[src/rtl/sram_arbiter.sv]
// Two-port SRAM arbiter: pixel reads (A) vs. write buffer (B),
// one transaction in flight, vblank selects priority, timeout abort.
module sram_arbiter #(
  parameter int ADDR_W  = 18,
  parameter int DATA_W  = 16,
  parameter int TIMEOUT = 15
) (
  input  logic              clk,
  input  logic              reset,
  input  logic              vblank,
  input  logic              a_req,
  input  logic [ADDR_W-1:0] a_address,
  output logic              a_ready,
  output logic [DATA_W-1:0] a_data,
  input  logic              b_req,
  input  logic              b_we,
  input  logic [ADDR_W-1:0] b_address,
  input  logic [DATA_W-1:0] b_data_write,
  output logic              b_ready,
  output logic [DATA_W-1:0] b_data,
  output logic [ADDR_W-1:0] address,
  output logic              read,
  output logic              write,
  output logic [DATA_W-1:0] data_write,
  input  logic [DATA_W-1:0] data_read,
  input  logic              ready,
  output logic              grant,
  output logic              busy,
  output logic              timeout_err
);

  typedef enum logic [1:0] {
    S_IDLE,
    S_ISSUE,
    S_WAIT
  } state_e;

  localparam logic [7:0] TO_LIM = 8'(TIMEOUT);

  state_e            state_q, state_d;
  logic              grant_q, grant_d;
  logic              we_q, we_d;
  logic [ADDR_W-1:0] addr_q, addr_d;
  logic [DATA_W-1:0] wdata_q, wdata_d;
  logic [DATA_W-1:0] a_data_q, a_data_d;
  logic [DATA_W-1:0] b_data_q, b_data_d;
  logic              a_rdy_q, a_rdy_d;
  logic              b_rdy_q, b_rdy_d;
  logic [7:0]        cnt_q, cnt_d;
  logic              err_q, err_d;
  logic              pick_b;

  always_ff @(posedge clk or negedge reset) begin
    if (!reset) begin
      state_q  <= S_IDLE;
      grant_q  <= 1'b0;
      we_q     <= 1'b0;
      addr_q   <= '0;
      wdata_q  <= '0;
      a_data_q <= '0;
      b_data_q <= '0;
      a_rdy_q  <= 1'b0;
      b_rdy_q  <= 1'b0;
      cnt_q    <= '0;
      err_q    <= 1'b0;
    end else begin
      state_q  <= state_d;
      grant_q  <= grant_d;
      we_q     <= we_d;
      addr_q   <= addr_d;
      wdata_q  <= wdata_d;
      a_data_q <= a_data_d;
      b_data_q <= b_data_d;
      a_rdy_q  <= a_rdy_d;
      b_rdy_q  <= b_rdy_d;
      cnt_q    <= cnt_d;
      err_q    <= err_d;
    end
  end

  always_comb begin
    state_d  = state_q;
    grant_d  = grant_q;
    we_d     = we_q;
    addr_d   = addr_q;
    wdata_d  = wdata_q;
    a_data_d = a_data_q;
    b_data_d = b_data_q;
    a_rdy_d  = 1'b0;
    b_rdy_d  = 1'b0;
    cnt_d    = cnt_q;
    err_d    = err_q;
    pick_b   = b_req && (!a_req || vblank);
    unique case (state_q)
      S_IDLE: begin
        if (a_req || b_req) begin
          grant_d = pick_b;
          we_d    = pick_b && b_we;
          addr_d  = pick_b ? b_address : a_address;
          if (pick_b) begin
            wdata_d = b_data_write;
          end
          state_d = S_ISSUE;
        end
      end
      S_ISSUE: begin
        cnt_d   = '0;
        state_d = S_WAIT;
      end
      S_WAIT: begin
        if (ready) begin
          state_d = S_IDLE;
          if (grant_q) begin
            b_rdy_d = 1'b1;
            if (!we_q) begin
              b_data_d = data_read;
            end
          end else begin
            a_rdy_d  = 1'b1;
            a_data_d = data_read;
          end
        end else begin
          cnt_d = cnt_q + 8'd1;
          // Abort: requester still gets its pulse, with zeroed data
          if (cnt_d == TO_LIM) begin
            err_d   = 1'b1;
            state_d = S_IDLE;
            if (grant_q) begin
              b_rdy_d  = 1'b1;
              b_data_d = '0;
            end else begin
              a_rdy_d  = 1'b1;
              a_data_d = '0;
            end
          end
        end
      end
      default: state_d = S_IDLE;
    endcase
  end

  assign read        = (state_q == S_ISSUE) && !we_q;
  assign write       = (state_q == S_ISSUE) && we_q;
  assign busy        = (state_q != S_IDLE);
  assign address     = addr_q;
  assign data_write  = wdata_q;
  assign grant       = grant_q;
  assign timeout_err = err_q;
  assign a_ready     = a_rdy_q;
  assign b_ready     = b_rdy_q;
  assign a_data      = a_data_q;
  assign b_data      = b_data_q;

endmodule

[config.mk]
export PLATFORM = sky130hd
export DESIGN_NAME = sram_arbiter
export DESIGN_NICKNAME = d
export VERILOG_FILES = /design/src/rtl/sram_arbiter.sv
export SDC_FILE = /design/constraint.sdc
export NUM_CORES = 1
export LEC_CHECK = 0
export CAP_MARGIN = 20
export CORE_ASPECT_RATIO = 1.1
export CORE_MARGIN = 1
export CORE_UTILIZATION = 40
export DETAILED_ROUTE_END_ITERATION = 10
export PLACE_DENSITY = 0.74
export SYNTH_ARGS = -nofsm -noshare
export SYNTH_HDL_FRONTEND = slang
export SYNTH_SLANG_ARGS = --single-unit
[constraint.sdc]
create_clock -name clk -period 3.8 [get_ports clk]
set_clock_uncertainty 0.1 [all_clocks]
set_input_delay 0.57 -clock clk [delete_from_list [all_inputs] [get_ports clk]]
set_output_delay 0.57 -clock clk [all_outputs]
set_load 0.005 [all_outputs]
==> metrics.txt <==
flops & latches, synth=between 80 and 90; worst stage delay on the critical path=0.66 ns; first-pass GRT wire length=between 15000 and 20000 µm; share of the synthesized area in the top cell type=between 50% and 60%; starting density of the core=about two fifths; core box area=approximately 0.009 mm²; Worst EP required=around 3.1 ns; sw power=~1200 µW; Area contributors post-synth=dfrtp_1, a22o_1, mux2i_1, mux2_2, a22o_2; Max Fclk=0.3742 GHz; full die area=0.009821 mm²; postcts setup bufs=0; synth cell count leaders=dfrtp_1, nor2_1, a22o_1; leakage power=~0.0023 µW; DR pass1 iterations=4; DP Cell Count=560; DIE WIDTH=around 95 µm; largest net degree at the start of global routing=just over 80; final instance area=0.005523 mm²; DR WL met3=~760 µm; slowest CP cell=dfrtp_1; RSZ-0062 raised after global routing=false; grt ovf=0; PortBufs=roughly 150; # diodes=0; synth warn=0; Sequential Power Share=about two fifths; crit end category=primary output; crit-path cells=nand2b_1 -> nor2_1 -> clkdlybuf4s50_1; combinational share of power=a little over two fifths; sw frac=between 30% and 40%; worst-skew pair later-pin latency=~0.36 ns; cell-internal power=~2600 µW; non-filler cells, final=between 500 and 600; final total power=3748 µW; CTS H-tree lvls=3; library cells used by synthesis=41; Tcrit/Tclk final=70.32%; wl on met1=approximately 4000 µm; syn_nets=approximately 400; # IOs=between 100 and 150; share of cells above drive strength 1=14.01%; All-Layer GR Usage=20.17%; hold path depth=1; Die Span Y=a little over 100 µm; EDFF count, synth=0; area occupied by multi-input gates=about 0.0016 mm²; top cell type by total area after synthesis=dfrtp_1; routed vias/inst=between 5 and 6; ys async rst share=between 90% and 100%; final hold violations=0; type of the tightest min-delay check=reg2reg; clk root buf=clkbuf_8; CTS Hold Bufs=0; status=finished clean; Clk pwr share=16.7%; Slew @ Worst Pin=~0.76 ns; fin. max-slew vios=0; CP Depth=3; CTS clk-pin slew, worst paths=0.09 ns; count leader, synth=dfrtp_1; dpl cell area=~0.0053 mm²; Final ANT Viol Nets=0; Max Used Layer=met4; clock sink count=81; Seq/Total Area, Yosys=approximately 54%; DRT iter0 DRCs=around 140; Avg WL per Cell=16.15 µm; total wire length=9336 µm; WP data arrival=roughly 2 ns; Tmin final=2.672 ns; final setup violation count=0; Post-DP HPWL=roughly 6700 µm; FF/Latch Area=between 0.002 and 0.0025 mm²; # resized after CTS=0; Cells after Synth=roughly 320; vias in the first global route=about 3100; TritonCTS buffer count=9; Area Growth Syn to Fin=46.45%; GPL Wtd Cong=approximately 0.8; R2R cell count=6; sum of buffers and inverters on the critical path=1; DRC viols=0; CTS Buffer Depth=2; CP Max Fanout=17; row cnt=36; CTS tree=built; type of origin of the critical path=flop; Power Dens Cells=678.6 mW/mm²; NumNets Final=between 500 and 600; Vias=around 3100; Slew headroom=49.41%; TNS Setup=0 ns; worst hold slack=approximately 0.36 ns; met2 wire len=approximately 4500 µm; ys flop type=dfrtp_1; # Max-Cap Violations=0; Crit Path Class=reg2out; fillers=just under 800; initial antenna violation count=0; delay-heaviest family, CP=flip-flops; VDD IR max=approximately 0.37 mV; synthesized area per cell=roughly 12 µm²; mapped cell area=approximately 0.0038 mm²
-- placed cells by master, fill, tap and decap left out, drive strengths merged, types with 2 or more instances in the layout --
cell,instances
nand2b,3
o31ai,2
xnor2,2
clkbuf,10
xor2,2
mux2i,25
o211ai,3
and2,2
nand3b,2
a21oi,20
a22o,47
clkinv,4
ha,2
or2,2
nor2,33
nand3,2
clkdlybuf4s50,146
nor3,2
buf,6
dfrtp,81
inv,6
nand2,9
a21o,17
o21ai,10
mux2,16
-- kinds of logic (layout without fill, tap and decap cells) --
| kind of cell | Yosys count | count (layout) | share of synthesized area [%] |
|---|---|---|---|
| compound gates | 103 | 103 | 21.27 |
| xor+xnor | 4 | 4 | 0.9292 |
| fa+ha+maj | 2 | 2 | 0.6635 |
| buf+inv | 28 | 174 | 3.882 |
| flops | 81 | 81 | 53.75 |
| mux | 41 | 41 | 11.41 |
| simple gates | 59 | 59 | 8.095 |
-- power by group through the flow --
stage / logic, µW / registers [µW] / clock network [µW]
after floorplan: 798 / 1430 / 0
after global placement: 1590 / 1500 / 0
after detailed placement: 1630 / 1510 / 0
after CTS: 1640 / 1500 / 645
after global routing: 1770 / 1550 / 684
final: 1620 / 1500 / 626
-- path summary, 6_finish.rpt --
path                              from          end  slack (ns)
min in group asynchronous        reset     cnt_q[7]        0.55
hold reg to reg            timeout_err  timeout_err        0.36
setup / recovery            state_q[1]         read        1.13
hold / removal             timeout_err  timeout_err        0.36
max in group asynchronous        reset     cnt_q[6]        2.46
setup reg to reg            state_q[1]    b_data[8]        1.30
-- metrics by stage --
step / setup slack [ns] / util (%)
finish: 1.128 / 61.31
global route: 1.019 / 61.31
CTS: 1.121 / 60.89
detailed placement: 0.9130 / 58.74
global placement: 1.000 / 58.74
floorplan: 1.836 / -
-- metal layers --
| layer | vias to the layer above | track usage [%] |
|---|---|---|
| met4 | 0 | 7.792 |
| li1 | 1435 | - |
| met2 | 122 | 31.57 |
| met5 | - | 0 |
| met1 | 1497 | 25.89 |
| met3 | 16 | 6.314 |
-- registers in the layout, indices dropped and copies added (netlist names) --
name / cells
a_data: 16
cnt_q: 8
b_data: 16
state_q: 2
a_ready: 1
address: 18
grant: 1
data_write: 16
timeout_err: 1
we_q: 1
b_ready: 1
-- area by class of cell --
type,count,share of cell area (%)
clock inverters,6,1.201
clock buffers,10,2.311
repair buffers,153,27.82
inverters,5,0.3398
flip-flops and latches,81,36.70
multi-input cells,209,29.04
well taps,114,2.583
(Power assumes the default switching activity.)
